$ cat src/rtl/conv_window_sequencer.sv
// 3x3 convolution window sequencer over a 4x4 sample memory: fetches nine
// samples, accumulates weighted products and emits a shifted, saturated result.
module conv_window_sequencer #(
  parameter int unsigned SHIFT = 4
) (
  input  logic        clk,
  input  logic        reset,
  input  logic        start,
  input  logic [3:0]  base_addr,
  input  logic [35:0] kernel,
  input  logic        test_mode,
  output logic [3:0]  address,
  input  logic [15:0] din,
  output logic [7:0]  dout,
  output logic        dout_flag,
  output logic        busy
);

  typedef enum logic [1:0] {
    IDLE  = 2'd0,
    FETCH = 2'd1,
    DRAIN = 2'd2,
    OUT   = 2'd3
  } state_e;

  state_e      state_q, state_d;
  logic [3:0]  idx_q, idx_d;
  logic [3:0]  base_q, base_d;
  logic [35:0] kernel_q, kernel_d;
  logic        test_q, test_d;
  logic [23:0] acc_q, acc_d;
  logic [7:0]  dout_q, dout_d;

  logic [3:0]  weights [9];
  logic [3:0]  w_sel;
  logic [3:0]  w_cur;
  logic [19:0] prod;
  logic [23:0] acc_sum;
  logic [23:0] shifted;
  logic [3:0]  offset;

  always_comb begin
    for (int unsigned k = 0; k < 9; k++) begin
      weights[k] = test_q ? 4'd1 : kernel_q[4*k +: 4];
    end
  end

  // din lags address by one cycle, so FETCH index i consumes weight i-1
  // and DRAIN consumes the last weight.
  always_comb begin
    w_sel = 4'd0;
    if (state_q == DRAIN) begin
      w_sel = 4'd8;
    end else if (idx_q != 4'd0) begin
      w_sel = idx_q - 4'd1;
    end
  end

  assign w_cur   = weights[w_sel];
  assign prod    = 20'(din) * 20'(w_cur);
  assign acc_sum = acc_q + 24'(prod);
  assign shifted = acc_sum >> SHIFT;

  always_comb begin
    unique case (idx_q)
      4'd0:    offset = 4'd0;
      4'd1:    offset = 4'd1;
      4'd2:    offset = 4'd2;
      4'd3:    offset = 4'd4;
      4'd4:    offset = 4'd5;
      4'd5:    offset = 4'd6;
      4'd6:    offset = 4'd8;
      4'd7:    offset = 4'd9;
      4'd8:    offset = 4'd10;
      default: offset = 4'd0;
    endcase
  end

  always_comb begin
    state_d  = state_q;
    idx_d    = idx_q;
    base_d   = base_q;
    kernel_d = kernel_q;
    test_d   = test_q;
    acc_d    = acc_q;
    dout_d   = dout_q;
    unique case (state_q)
      IDLE: begin
        if (start) begin
          state_d  = FETCH;
          idx_d    = 4'd0;
          base_d   = base_addr;
          kernel_d = kernel;
          test_d   = test_mode;
          acc_d    = '0;
        end
      end
      FETCH: begin
        if (idx_q != 4'd0) begin
          acc_d = acc_sum;
        end
        if (idx_q == 4'd8) begin
          state_d = DRAIN;
        end else begin
          idx_d = idx_q + 4'd1;
        end
      end
      DRAIN: begin
        acc_d   = acc_sum;
        dout_d  = (|shifted[23:8]) ? 8'hFF : shifted[7:0];
        state_d = OUT;
      end
      OUT: begin
        state_d = IDLE;
      end
      default: state_d = IDLE;
    endcase
  end

  always_ff @(posedge clk) begin
    if (reset) begin
      state_q  <= IDLE;
      idx_q    <= '0;
      base_q   <= '0;
      kernel_q <= '0;
      test_q   <= 1'b0;
      acc_q    <= '0;
      dout_q   <= '0;
    end else begin
      state_q  <= state_d;
      idx_q    <= idx_d;
      base_q   <= base_d;
      kernel_q <= kernel_d;
      test_q   <= test_d;
      acc_q    <= acc_d;
      dout_q   <= dout_d;
    end
  end

  assign address   = (state_q == FETCH) ? (base_q + offset) : '0;
  assign dout      = dout_q;
  assign dout_flag = (state_q == OUT);
  assign busy      = (state_q != IDLE);

endmodule

$ cat config.mk
export PLATFORM = sky130hd
export DESIGN_NAME = conv_window_sequencer
export DESIGN_NICKNAME = d
export VERILOG_FILES = /design/src/rtl/conv_window_sequencer.sv
export SDC_FILE = /design/constraint.sdc
export NUM_CORES = 1
export LEC_CHECK = 0
export ABC_CLOCK_PERIOD_IN_PS = 7200
export BUFFER_PORTS_ARGS = -buffer_cell sky130_fd_sc_hd__buf_2
export CAP_MARGIN = 10
export CORE_AREA = 2 2 144 146
export DETAILED_ROUTE_END_ITERATION = 8
export DIE_AREA = 0 0 146 148
export PLACE_DENSITY = 0.6
export SYNTH_ARGS = -nofsm -noshare
export SYNTH_HDL_FRONTEND = slang
export SYNTH_SLANG_ARGS = --single-unit
$ cat constraint.sdc
create_clock -name clk -period 7.2 [get_ports clk]
set_input_delay 1.44 -clock clk [delete_from_list [all_inputs] [get_ports clk]]
set_output_delay 1.44 -clock clk [all_outputs]
set_load 0.02 [all_outputs]
==> flow_metrics.env, run 1 <==
export IMPL_syn_nets=1006
export IMPL_clk_pin_slew_ps=70
export IMPL_route_detailed_drc=0
export IMPL_hpwl_mm=13.18
export IMPL_cts_path_max_buffers=2
export IMPL_fin_ws_ps=529.1
export IMPL_fin_crit_ps=6671
export IMPL_ir_drop_uv=145.3
export IMPL_routedWlPerCell_um=14.37
export IMPL_fp_dieW_um=146
export IMPL_grt_first_pass_wirelength_mm=28.93
export IMPL_vias=5899
export IMPL_rr_worst_depth=27
export IMPL_power_density_mw_per_mm2=452.8
export IMPL_p_leak_uw=0.003477
export IMPL_final_hold_violation_count=0
export IMPL_crit_path_start_kind="register"
export IMPL_cts_inserted_buffers=9
export IMPL_fin_setup_tns_ps=0
export IMPL_antennaDiodeCount=0
export IMPL_rows=52
export IMPL_maxSlewHeadroom=0.3839
export IMPL_grt_overflow=0
export IMPL_clockRootBuffer="clkbuf_16"
export IMPL_io_pins=74
export IMPL_r2r_end="dout[3]"
export IMPL_antenna_left=0
export IMPL_gp_congestion=0.8947
export IMPL_synth_seq_cells=83
export IMPL_slew_viol_final=0
export IMPL_async_reset_ff_frac=0
export IMPL_crit_type="reg2reg"
export IMPL_grt_pass1_vias=5785
export IMPL_synth_top_cell_by_area="dfxtp_1"
export IMPL_hold_end="acc_q[2]"
export IMPL_yosysSeqAreaShare=0.2419
export IMPL_ys_flop_type="dfxtp_1"
export IMPL_yosys_warnings=0
export IMPL_start_util=0.3427
export IMPL_cap_violations=0
export IMPL_design_core_area_mm2=0.02004
export IMPL_yosysUniqueCellTypes=68
export IMPL_numPortBuffers=73
export IMPL_vias_per_cell=4.970
export IMPL_critPathArrivalTime_ps=6960
export IMPL_fmax_ghz=0.1499
export IMPL_cts_max_level=3
export IMPL_layout_nets=1061
export IMPL_drtIter0Drc=404
export IMPL_grtUsageTotal=0.1650
export IMPL_min_from="acc_q[2]"
export IMPL_drt_wl_total_mm=17.06
export IMPL_tightestPinTransition_ps=924.2
export IMPL_crit_path_top_delay_cell="or4_1"
export IMPL_cts_tree="done"
export IMPL_dp_slack_ps=317.0
export IMPL_synth_area_leaders="dfxtp_1, fa_1, ha_1, nand2_1, inv_1"
export IMPL_clock_skew_ps=9.522
export IMPL_synth_edf_count=0
export IMPL_yosys_area_top_type_share=0.2419
export IMPL_die_h_um=148
export IMPL_status="finished clean"
export IMPL_insertion_delay_ps=350
export IMPL_die_area_mm2=0.02161
export IMPL_ctsHoldBuffers=0
export IMPL_syn_avg_cell_area_um2=8.014
export IMPL_slowest_delay_ps=570
export IMPL_required_ps=7490
export IMPL_r2r_start="idx_q[0]"
export IMPL_area_delta_synth_final_pct=13.75
export IMPL_drive_gt1_frac=0.1429
export IMPL_dr_pass1_iters=4
export IMPL_critical_path_peak_fanout=16
export IMPL_fin_crit_sh=0.9265
export IMPL_min_path_type="reg2reg"
export IMPL_r2r_setup_slack_ps=530
export IMPL_grt_max_degree=79
export IMPL_synthCells=857
export IMPL_worst_setup_path_end_kind="register"
export IMPL_cts_sinks=83
export IMPL_holdPathStages=2
export IMPL_grt_antenna_before_repair=0
export IMPL_syn_area_mm2=0.006868
export IMPL_setup_viol=0
-- sequential cells by signal, summed over array words and instances (netlist names) --
signal    flops
idx_q         4
kernel_q     36
test_q        1
acc_q        24
base_q        4
offset        4
state_q       2
dout          8
-- cell type report --
class                           instances  area [um^2]
Fill cell                            2143        12230
Multi-Input combinational cell        628         4656
Sequential cell                        83         1663
Timing Repair Buffer                   84        447.9
Inverter                              106        397.9
Tap cell                              270        337.8
Clock buffer                           10        239.0
Clock inverter                          6        71.32
-- logic make-up (layout without fill, tap and decap cells) --
kind of cell / Yosys count / in the layout / share of synthesized area
multiplexers: 13 / 13 / 0.01949
XOR/XNOR: 21 / 21 / 0.02678
AND/OR/NAND/NOR: 312 / 312 / 0.2347
flip-flops: 83 / 83 / 0.2419
adder cells (fa/ha/maj): 89 / 89 / 0.2124
AO/OA/AOI/OAI: 193 / 193 / 0.1811
buffers and inverters: 146 / 206 / 0.08362
-- worst max-delay path by stage --
stage / startpoint / slack, ps / cells after the start / end
finish: idx_q[0] / 530 / 27 / dout[3]
global route: idx_q[0] / -10 / 27 / dout[5]
CTS: idx_q[0] / 270 / 25 / dout[0]
detailed placement: idx_q[0] / 320 / 25 / dout[6]
global placement: idx_q[0] / 460 / 25 / dout[0]
floorplan: idx_q[0] / 1110 / 27 / dout[0]
-- layer usage --
| metal | part of all wire | track usage | vias to the layer above | routed length [um] |
|---|---|---|---|---|
| met5 | 0 | 0 | - | 0 |
| met4 | 0.019 | 0.04660 | 0 | 317 |
| met3 | 0.031 | 0.02870 | 24 | 532 |
| met2 | 0.48 | 0.2764 | 94 | 8196 |
| met1 | 0.47 | 0.2197 | 2809 | 8015 |
| li1 | - | - | 2972 | - |
-- placed cells by master, fill, tap and decap left out, types with 4 or more instances in the layout --
master,instances
fa_1,46
ha_1,43
mux2i_1,10
nor2_1,47
nand2b_1,10
clkbuf_16,9
o21a_1,6
o21bai_1,13
nor3_1,13
nor2b_1,44
o21ai_1,6
a21oi_1,78
o22ai_1,7
a21o_1,10
dfxtp_1,82
nand2_1,114
buf_2,73
buf_4,11
and2_4,9
and2_1,13
a22oi_1,15
nand3_1,17
nand4_1,4
inv_1,106
xnor2_1,11
a221oi_1,4
nor3b_1,10
a211oi_1,10
o21ai_0,15
xor2_1,10
and3_1,6
-- stage by stage --
step / hold WS, ps / total power [uW] / instances / instance area [um^2] / util
6_report: 456.3 / 3537 / 1187 / 7812 / 0.3899
5_1_grt: 475.1 / 3920 / 1187 / 7812 / 0.3899
4_1_cts: 456.6 / 3563 / 1186 / 7780 / 0.3882
3_5_place_dp: 447.6 / 3062 / 1170 / 7470 / 0.3728
3_3_place_gp: 443.9 / 3056 / 1170 / 7470 / 0.3728
2_1_floorplan: 431.9 / 2489 / 857 / 6868 / -
-- where the power goes --
part           internal, uW  switching (uW)  total (uW)
logic                   886            1530        2410
registers               563            75.0         638
clock network           283             206         488
total                  1730            1810        3540
-- repair_timing --
| action | 4_1_cts | 5_1_grt |
|---|---|---|
| buffers inserted | 0 | 1 |
| resized for setup | 0 | 8 |
| setup endpoints to repair | 0 | 8 |
-- Yosys cell counts (13+ instances only) --
cell type  count
o21bai_1      13
fa_1          46
and2_1        13
nor2b_1       44
nor2_1        47
dfxtp_1       83
a21oi_1       78
nand2_1      115
inv_1        106
clkbuf_1      28
ha_1          43
a22oi_1       15
o21ai_0       17
nor3_1        14
nand3_1       17
-- worst max-delay path, delay by kind of cell (launching register included) --
family,cells,cell delay (ps)
buffers and inverters,6,850
AO/OA/AOI/OAI,10,1790
adder cells (fa/ha/maj),5,2090
flip-flops,1,410
AND/OR/NAND/NOR,6,1430
No activity file was read; power rests on OpenSTA's default activity.
==> run 2: changes to the inputs <==
--- a/config.mk
+++ b/config.mk
@@ -9,6 +9,7 @@
 export BUFFER_PORTS_ARGS = -buffer_cell sky130_fd_sc_hd__buf_2
 export CAP_MARGIN = 10
 export CORE_AREA = 2 2 144 146
+export CTS_BUF_LIST = sky130_fd_sc_hd__clkbuf_16
 export DETAILED_ROUTE_END_ITERATION = 8
 export DIE_AREA = 0 0 146 148
 export PLACE_DENSITY = 0.6
==> run 2 against run 1 <==
Against the previous run:
- critical path depth did not move
- largest power group unchanged
- power fell by 0.27%
- die area did not move
==> flow_metrics.env, run 2 (same netlist as run 1, synthesis figures left out) <==
export IMPL_numPortBuffers=73
export IMPL_gp_congestion=0.8947
export IMPL_crit_end="dout[5]"
export IMPL_worst_setup_path_end_kind="register"
export IMPL_p_comb_frac=0.684
export IMPL_clockRootBuffer="clkbuf_16"
export IMPL_grt_pass1_vias=5786
export IMPL_critPathArrivalTime_ps=6920
export IMPL_fin_cells=1187
export IMPL_rr_worst_depth=27
export IMPL_final_hold_violation_count=0
export IMPL_r2r_start="idx_q[0]"
export IMPL_ir_drop_uv=146.7
export IMPL_grtUsageTotal=0.1649
export IMPL_status="finished clean"
export IMPL_hpwl_mm=13.18
export IMPL_min_path_type="reg2reg"
export IMPL_clk_pin_slew_ps=70
export IMPL_die_h_um=148
export IMPL_drtIter0Drc=375
export IMPL_cts_max_level=3
export IMPL_crit_start="idx_q[0]"
export IMPL_fin_crit_sh=0.9286
export IMPL_vias=5880
export IMPL_worst_hold_slack_ps=456.6
export IMPL_drt_wl_total_mm=17.09
export IMPL_fp_dieW_um=146
export IMPL_fmax_ghz=0.1496
export IMPL_crit_type="reg2reg"
export IMPL_final_common_cell="nand2_1"
export IMPL_clock_skew_ps=9.774
export IMPL_finalPower_uw=3528
export IMPL_top_register="kernel_q"
export IMPL_power_frac_seq=0.181
export IMPL_r2r_end="dout[5]"
export IMPL_grt_first_pass_wirelength_mm=28.91
export IMPL_p_leak_uw=0.003471
export IMPL_setup_viol=0
export IMPL_p_int_uw=1721
export IMPL_fin_crit_ps=6686
export IMPL_dr_pass1_iters=4
export IMPL_grt_max_degree=79
export IMPL_r2r_setup_slack_ps=510
export IMPL_slew_viol_final=0
export IMPL_vias_per_cell=4.954
export IMPL_critical_path_peak_fanout=16
export IMPL_design_core_area_mm2=0.02004
export IMPL_cap_violations=0
export IMPL_tightestPinTransition_ps=922.3
export IMPL_rows=52
export IMPL_pwr_share_clk=0.135
export IMPL_route_detailed_drc=0
export IMPL_drive_gt1_frac=0.1418
export IMPL_cts_path_max_buffers=2
export IMPL_routedWlPerCell_um=14.40
export IMPL_cts_inserted_buffers=9
export IMPL_dp_cells=1170
export IMPL_largest_reg_flops=36
export IMPL_required_ps=7430
export IMPL_io_pins=74
export IMPL_area_delta_synth_final_pct=13.61
export IMPL_grt_overflow=0
export IMPL_switching_power_uw=1807
export IMPL_crit_path_start_kind="register"
export IMPL_die_area_mm2=0.02161
export IMPL_cts_tree="done"
export IMPL_start_util=0.3427
export IMPL_cts_sinks=83
export IMPL_p_sw_frac=0.5121
export IMPL_power_density_mw_per_mm2=452.1
export IMPL_final_cell_mix="nand2_1, inv_1, dfxtp_1"
export IMPL_maxSlewHeadroom=0.3852
export IMPL_antennaDiodeCount=0
export IMPL_layout_nets=1061
export IMPL_antenna_left=0
export IMPL_grt_antenna_before_repair=0
export IMPL_ctsHoldBuffers=0
export IMPL_min_from="acc_q[2]"
export IMPL_insertion_delay_ps=350
-- run 2: changes by cell type in the layout (fill, tap and decap cells not counted), sizes merged --
| cell | before | now |
|---|---|---|
| clkinv | 1 | 2 |
| clkbuf | 10 | 9 |
-- run 2: worst max-delay path: stages, from the launching register on --
cell and delay [ps]:
dfxtp_2 410, inv_1 90, ha_1 250, nor3b_4 190, nor3_4 160, buf_4 230, nand2b_1 260, o22ai_1 120
a211oi_1 240, a21o_1 130, a22oi_2 50, buf_4 250, nor2b_1 190, fa_1 450, fa_1 540, inv_1 50
fa_1 500, inv_1 40, ha_1 400, a21oi_1 230, o22ai_1 180, a211oi_2 350, nand2_2 180, a221oi_1 300
o2111ai_1 230, nor4_4 250, buf_4 190, a21oi_1 70
-- run 2: metal layers --
metal	up-vias	track usage	routed length [um]
met4	0	0.04660	289
met3	24	0.02870	524
met1	2809	0.2190	8086
met2	81	0.2771	8188
li1	2966	-	-
met5	-	0	0
-- run 2: area by class of cell --
| type | instances | area, um^2 |
|---|---|---|
| Clock inverter | 7 | 75.07 |
| Sequential cell | 83 | 1663 |
| Timing Repair Buffer | 84 | 447.9 |
| Fill cell | 2145 | 12240 |
| Tap cell | 270 | 337.8 |
| Multi-Input combinational cell | 628 | 4656 |
| Inverter | 106 | 397.9 |
| Clock buffer | 9 | 225.2 |
-- run 2: what timing repair did --
action	4_1_cts	5_1_grt
endpoints found under the setup margin	0	8
setup buffers	0	1
resized for setup	0	8
-- run 2: worst min-delay path by stage --
| stage | endpoint | cells after the start | slack [ps] |
|---|---|---|---|
| 6_report | acc_q[2] | 2 | 460 |
| 5_1_grt | acc_q[2] | 2 | 480 |
| 4_1_cts | acc_q[2] | 2 | 460 |
| 3_5_place_dp | acc_q[2] | 2 | 450 |
| 3_3_place_gp | acc_q[2] | 2 | 440 |
| 2_1_floorplan | kernel_q[24] | 2 | 430 |
-- run 2: power groups by stage --
stage / registers [uW] / clock network, uW / logic [uW]
after CTS: 638 / 487 / 2430
after global routing: 650 / 505 / 2750
after global placement: 651 / 0 / 2410
after floorplan: 634 / 0 / 1850
after detailed placement: 648 / 0 / 2410
final: 638 / 477 / 2410
-- run 2: stage by stage --
step	utilization	cell area, um^2	setup TNS (ps)	setup slack [ps]
2_1_floorplan	-	6868	0	1106
3_3_place_gp	0.3728	7470	0	456.6
3_5_place_dp	0.3728	7470	0	317.0
4_1_cts	0.3877	7770	0	274.1
5_1_grt	0.3894	7802	-25.15	-14.18
6_report	0.3894	7802	0	513.9
